**src/rtl/mem_access_seq.sv**
```systemverilog
// mem_access_seq: splits 8/16-bit CPU load/store requests into little-endian
// byte accesses on main_memory's 8-bit port and returns the assembled result
// on a valid/ready response channel. One request in flight at a time.
module mem_access_seq #(
  parameter int unsigned ADDR_W = 16,
  parameter int unsigned DATA_W = 8
) (
  input  logic                clk,
  input  logic                reset,
  input  logic                req_valid,
  output logic                req_ready,
  input  logic                req_we,
  input  logic                req_size,
  input  logic [ADDR_W-1:0]   req_addr,
  input  logic [2*DATA_W-1:0] req_wdata,
  output logic                resp_valid,
  input  logic                resp_ready,
  output logic [2*DATA_W-1:0] resp_rdata,
  output logic [ADDR_W-1:0]   mem_addr,
  output logic [DATA_W-1:0]   mem_wdata,
  output logic                mem_we,
  input  logic [DATA_W-1:0]   mem_rdata
);

  typedef enum logic [1:0] {
    IDLE = 2'd0,
    LO   = 2'd1,
    HI   = 2'd2,
    RESP = 2'd3
  } state_t;

  state_t                state_q, state_d;
  logic                  we_q, we_d;
  logic                  size_q, size_d;
  logic [ADDR_W-1:0]     addr_q, addr_d;
  logic [DATA_W-1:0]     wdata_hi_q, wdata_hi_d;
  logic [2*DATA_W-1:0]   rdata_q, rdata_d;
  logic [ADDR_W-1:0]     mem_addr_q, mem_addr_d;
  logic [DATA_W-1:0]     mem_wdata_q, mem_wdata_d;
  logic                  mem_we_q, mem_we_d;

  // The memory port is registered one state ahead: the edge entering LO/HI
  // loads the address/data/strobe for that state, so mem_* never sees req_*
  // combinationally and simply holds its last value in IDLE/RESP. The low
  // store byte goes straight into mem_wdata_q, so only the high byte is kept.
  always_comb begin
    state_d     = state_q;
    we_d        = we_q;
    size_d      = size_q;
    addr_d      = addr_q;
    wdata_hi_d  = wdata_hi_q;
    rdata_d     = rdata_q;
    mem_addr_d  = mem_addr_q;
    mem_wdata_d = mem_wdata_q;
    mem_we_d    = 1'b0;
    unique case (state_q)
      IDLE: begin
        if (req_valid) begin
          state_d     = LO;
          we_d        = req_we;
          size_d      = req_size;
          addr_d      = req_addr;
          wdata_hi_d  = req_wdata[2*DATA_W-1:DATA_W];
          rdata_d     = '0;
          mem_addr_d  = req_addr;
          mem_wdata_d = req_wdata[DATA_W-1:0];
          mem_we_d    = req_we;
        end
      end
      LO: begin
        if (!we_q) rdata_d[DATA_W-1:0] = mem_rdata;
        if (size_q) begin
          state_d     = HI;
          mem_addr_d  = addr_q + {{(ADDR_W-1){1'b0}}, 1'b1};
          mem_wdata_d = wdata_hi_q;
          mem_we_d    = we_q;
        end else begin
          state_d = RESP;
        end
      end
      HI: begin
        if (!we_q) rdata_d[2*DATA_W-1:DATA_W] = mem_rdata;
        state_d = RESP;
      end
      RESP: begin
        if (resp_ready) state_d = IDLE;
      end
      default: state_d = IDLE;
    endcase
  end

  // State and captured request registers, cleared asynchronously.
  always_ff @(posedge clk or negedge reset) begin
    if (!reset) begin
      state_q     <= IDLE;
      we_q        <= 1'b0;
      size_q      <= 1'b0;
      addr_q      <= '0;
      wdata_hi_q  <= '0;
      rdata_q     <= '0;
      mem_addr_q  <= '0;
      mem_wdata_q <= '0;
      mem_we_q    <= 1'b0;
    end else begin
      state_q     <= state_d;
      we_q        <= we_d;
      size_q      <= size_d;
      addr_q      <= addr_d;
      wdata_hi_q  <= wdata_hi_d;
      rdata_q     <= rdata_d;
      mem_addr_q  <= mem_addr_d;
      mem_wdata_q <= mem_wdata_d;
      mem_we_q    <= mem_we_d;
    end
  end

  assign req_ready  = (state_q == IDLE);
  assign resp_valid = (state_q == RESP);
  assign resp_rdata = rdata_q;
  assign mem_addr   = mem_addr_q;
  assign mem_wdata  = mem_wdata_q;
  assign mem_we     = mem_we_q;

endmodule

```
**config.mk**
```make
export PLATFORM = sky130hd
export DESIGN_NAME = mem_access_seq
export DESIGN_NICKNAME = d
export VERILOG_FILES = /design/src/rtl/mem_access_seq.sv
export SDC_FILE = /design/constraint.sdc
export NUM_CORES = 1
export LEC_CHECK = 0
export BUFFER_PORTS_ARGS = -buffer_cell sky130_fd_sc_hd__clkbuf_2
export CAP_MARGIN = 0
export CORE_UTILIZATION = 47
export DETAILED_ROUTE_END_ITERATION = 8
export PLACE_DENSITY = 0.73
export RECOVER_POWER = 25
export SKIP_CTS_REPAIR_TIMING = 1
export SYNTH_ARGS = -nofsm -noshare
export SYNTH_HDL_FRONTEND = slang
export SYNTH_SLANG_ARGS = --single-unit
```
**constraint.sdc**
```tcl
create_clock -name clk -period 1.65 [get_ports clk]
set_input_delay 0.495 -clock clk [delete_from_list [all_inputs] [get_ports clk]]
set_output_delay 0.495 -clock clk [all_outputs]
set_load 0.1 [all_outputs]
```
==> run summary <==
The cell area after placement is 4290 sq um. In this run, synthesis produced a sequential element count of 69. The width of the chip came out at about 86 microns. The first global-routing pass estimated 12200 microns of wire.

The max-slew violation total from the final report came out at 0. Measured against its own limit, the worst slew margin works out to 0.376. The slack of the worst reg-to-reg path is -0.13 ns. The post-synthesis cell count is ~320.

Setup repair after global routing could not meet its margin everywhere. At the end of the flow, the number of nets in the layout was 496. The worst hold-check slack came out at 0.372 ns. The die area came out at 7380 sq um.

By count the netlist is led by sky130_fd_sc_hd__dfrtp_1 (69), sky130_fd_sc_hd__nand2_1 (37), sky130_fd_sc_hd__o21ai_0 (33), sky130_fd_sc_hd__nand3_1 (26), sky130_fd_sc_hd__inv_1 (21). The most common cell in the netlist is sky130_fd_sc_hd__dfrtp_1. The data arrival time of the critical path came out at 1.30 ns. The number of buffers inserted by port buffering is 88. The proportion of synthesized flip-flops having asynchronous set or reset came out at 1.00.

STA classifies the critical path startpoint as a flip-flop. The achievable frequency is 559 MHz. The post-detailed-route count of antenna-violating nets is 0. The sum of routed wire length over all layers came out at 8640 microns.

For this run, the total global-route usage over all layers was measured as 0.216. The clock sink count is 69. The global route total overflow came out at 0. The share of cells above drive strength 1 came out at 0.431.

The path category of the worst min-delay check is in -> reg. The final instance area is 4810 sq um. The tree is rooted in a sky130_fd_sc_hd__clkbuf_8.

The pin slew with the least headroom to its limit came out at 0.936 ns. The average vias per placed instance came out at 5.27. The clock-pin slew reported for the worst setup and hold paths after clock tree synthesis is around 0.080 ns.

The clock period minus worst slack is 1.79 ns. The initial core utilization came out at 0.487. The share of the Yosys chip area taken by registers is 0.522.

The synthesized netlist net count came out at ~380. The number of antenna diodes came out at 0. CTS built an H-tree with a depth of 3. The total standard cell area after synthesis is ~3300 sq um. The biggest area consumer among synthesized cells is sky130_fd_sc_hd__dfrtp_1. The maximum fanout count along the critical path came out at 4. The hold violation total from the final report is 0. The area share of the largest cell type after synthesis is 0.522. The run finished, with violations left. The floorplan step set the die height to 85.9 microns. The total CTS buffers is 9.

The synthesis warning total came out at 0. The area of the core is approximately 6800 sq um. The worst setup path is captured at a primary output. TritonCTS built the clock tree.

For this block, the initial DRC count from the detailed router was 147. At the worst endpoint, the required time is around 1.2 ns. The residual DRC count came out at 0. Compared with the post-synthesis result, the final layout area differs by 45.2%. The worst setup path is of the reg -> out kind. The buffer levels on the longest clock path is 2.

The most frequently used flop master after synthesis is sky130_fd_sc_hd__dfrtp_1. The total via count after detailed routing came out at 2869. The placer's final routability congestion estimate came out at 0.910.

The number of iterations in the first detailed-routing pass came out at 5. The number of synthesized flops with an enable pin is 0. The final period utilization came out at 1.09. The number of different library cells in the post-synthesis netlist is 40.

The final setup skew is ~0.0092 ns. The number of global-route vias before repair is 2656. The clock latency of the later-clocked register in the worst-skew pair came out at roughly 0.35 ns.

The count of standard-cell rows is 30. The tool flagged a number of max-cap violations equal to 0. The final reports fail on negative setup slack.

The number of antenna violations at the first check in global routing was 0. After legalization and detailed placement, the total HPWL measured 5410 microns. Across all setup checks in the final design, the least slack found is -0.141 ns.

In the post-synthesis netlist, the biggest area contributors are sky130_fd_sc_hd__dfrtp_1 (52%), sky130_fd_sc_hd__mux2_2 (6.5%), sky130_fd_sc_hd__o21ai_0 (5.0%). The average cell area after synthesis came out at 10.2 sq um. Setup violations remaining at the end of the flow were counted as 20.

In the final routed layout, each cell accounts on average for 15.9 microns. The largest net degree at the start of global routing is 70. In this run the count of I/O pins placed on the die edge is 89.
-- cell usage in the layout (no fill, tap or decap), types with 3 or more instances in the layout --
cell	n
sky130_fd_sc_hd__xnor2_1	8
sky130_fd_sc_hd__o21ai_1	27
sky130_fd_sc_hd__bufinv_16	4
sky130_fd_sc_hd__dfrtp_1	69
sky130_fd_sc_hd__nor4_1	3
sky130_fd_sc_hd__mux2i_1	12
sky130_fd_sc_hd__buf_6	7
sky130_fd_sc_hd__o21ai_0	11
sky130_fd_sc_hd__nand2b_1	6
sky130_fd_sc_hd__a21oi_2	4
sky130_fd_sc_hd__nand2_1	32
sky130_fd_sc_hd__ha_4	3
sky130_fd_sc_hd__a21oi_1	9
sky130_fd_sc_hd__clkbuf_8	9
sky130_fd_sc_hd__clkbuf_2	44
sky130_fd_sc_hd__nand2_2	3
sky130_fd_sc_hd__buf_4	60
sky130_fd_sc_hd__nand3_1	26
sky130_fd_sc_hd__mux2_2	18
sky130_fd_sc_hd__inv_1	19
sky130_fd_sc_hd__nand4_1	5
sky130_fd_sc_hd__xor2_1	5
sky130_fd_sc_hd__nor2_1	3
sky130_fd_sc_hd__o21ai_2	3
sky130_fd_sc_hd__buf_12	12
-- stage by stage --
stage	cells	setup WS (ns)	utilization	TNS, ns
after floorplan	324	-0.296	-	-10.97
after global placement	517	0.0303	0.631	0
after detailed placement	517	-0.0758	0.631	-0.239
after CTS	532	-0.197	0.669	-1.04
after global routing	544	-0.186	0.708	-3.67
final	544	-0.141	0.708	-1.79
-- worst max-delay path: stages (launching register included) --
cell and delay, ns:
sky130_fd_sc_hd__dfrtp_1 0.41, sky130_fd_sc_hd__inv_2 0.09, sky130_fd_sc_hd__ha_4 0.16, sky130_fd_sc_hd__buf_6 0.11
sky130_fd_sc_hd__buf_12 0.16
-- sequential cells by signal, summed over array words and instances (netlist names) --
name,flops
addr_q,16
state_q,2
mem_addr,16
wdata_hi_q,8
size_q,1
mem_wdata,8
we_q,1
mem_we,1
resp_rdata,16
-- path summary, 6_finish.rpt --
kind                                           from                        end  cells after the start
max                          state_q[0]$_DFFE_PN0P_                  req_ready                      4
min                                   req_wdata[11]  wdata_hi_q[3]$_DFFE_PN0P_                      2
max reg2reg                  state_q[0]$_DFFE_PN0P_    mem_addr[6]$_DFFE_PN0P_                      9
min reg2reg                mem_wdata[3]$_DFFE_PN0P_   mem_wdata[3]$_DFFE_PN0P_                      2
max in group asynchronous                     reset  resp_rdata[2]$_DFFE_PN0P_                      2
min in group asynchronous                     reset    mem_addr[3]$_DFFE_PN0P_                      2
-- layout make-up --
type | count | area (sq um)
sequential | 69 | 1730
multi-input combinational | 216 | 1570
fill | 471 | 1990
inverter | 21 | 78.8
clock inverter | 6 | 136
tap | 96 | 120
timing repair buffer | 127 | 1050
clock buffer | 9 | 124
-- kinds of logic (layout without fill, tap and decap cells) --
kind of cell,Yosys count,count (layout),synth area share
xor gates and xnor gates,13,13,0.0344
and+or+nand+nor,98,98,0.155
muxes,31,31,0.101
AOI/OAI and AO/OA,68,68,0.117
DFF,69,69,0.522
adders and majority gates,6,6,0.0227
buffers and inverters,39,163,0.0484
-- routing by layer --
metal,share of wire,up-vias,track usage
li1,-,1363,-
met1,0.41,1401,0.266
met2,0.52,88,0.369
met3,0.045,17,0.0558
met4,0.021,0,0.0697
met5,0,-,0
Power is not shown: default switching activity piles up to over one toggle a cycle in this logic, so the estimate is an artifact.
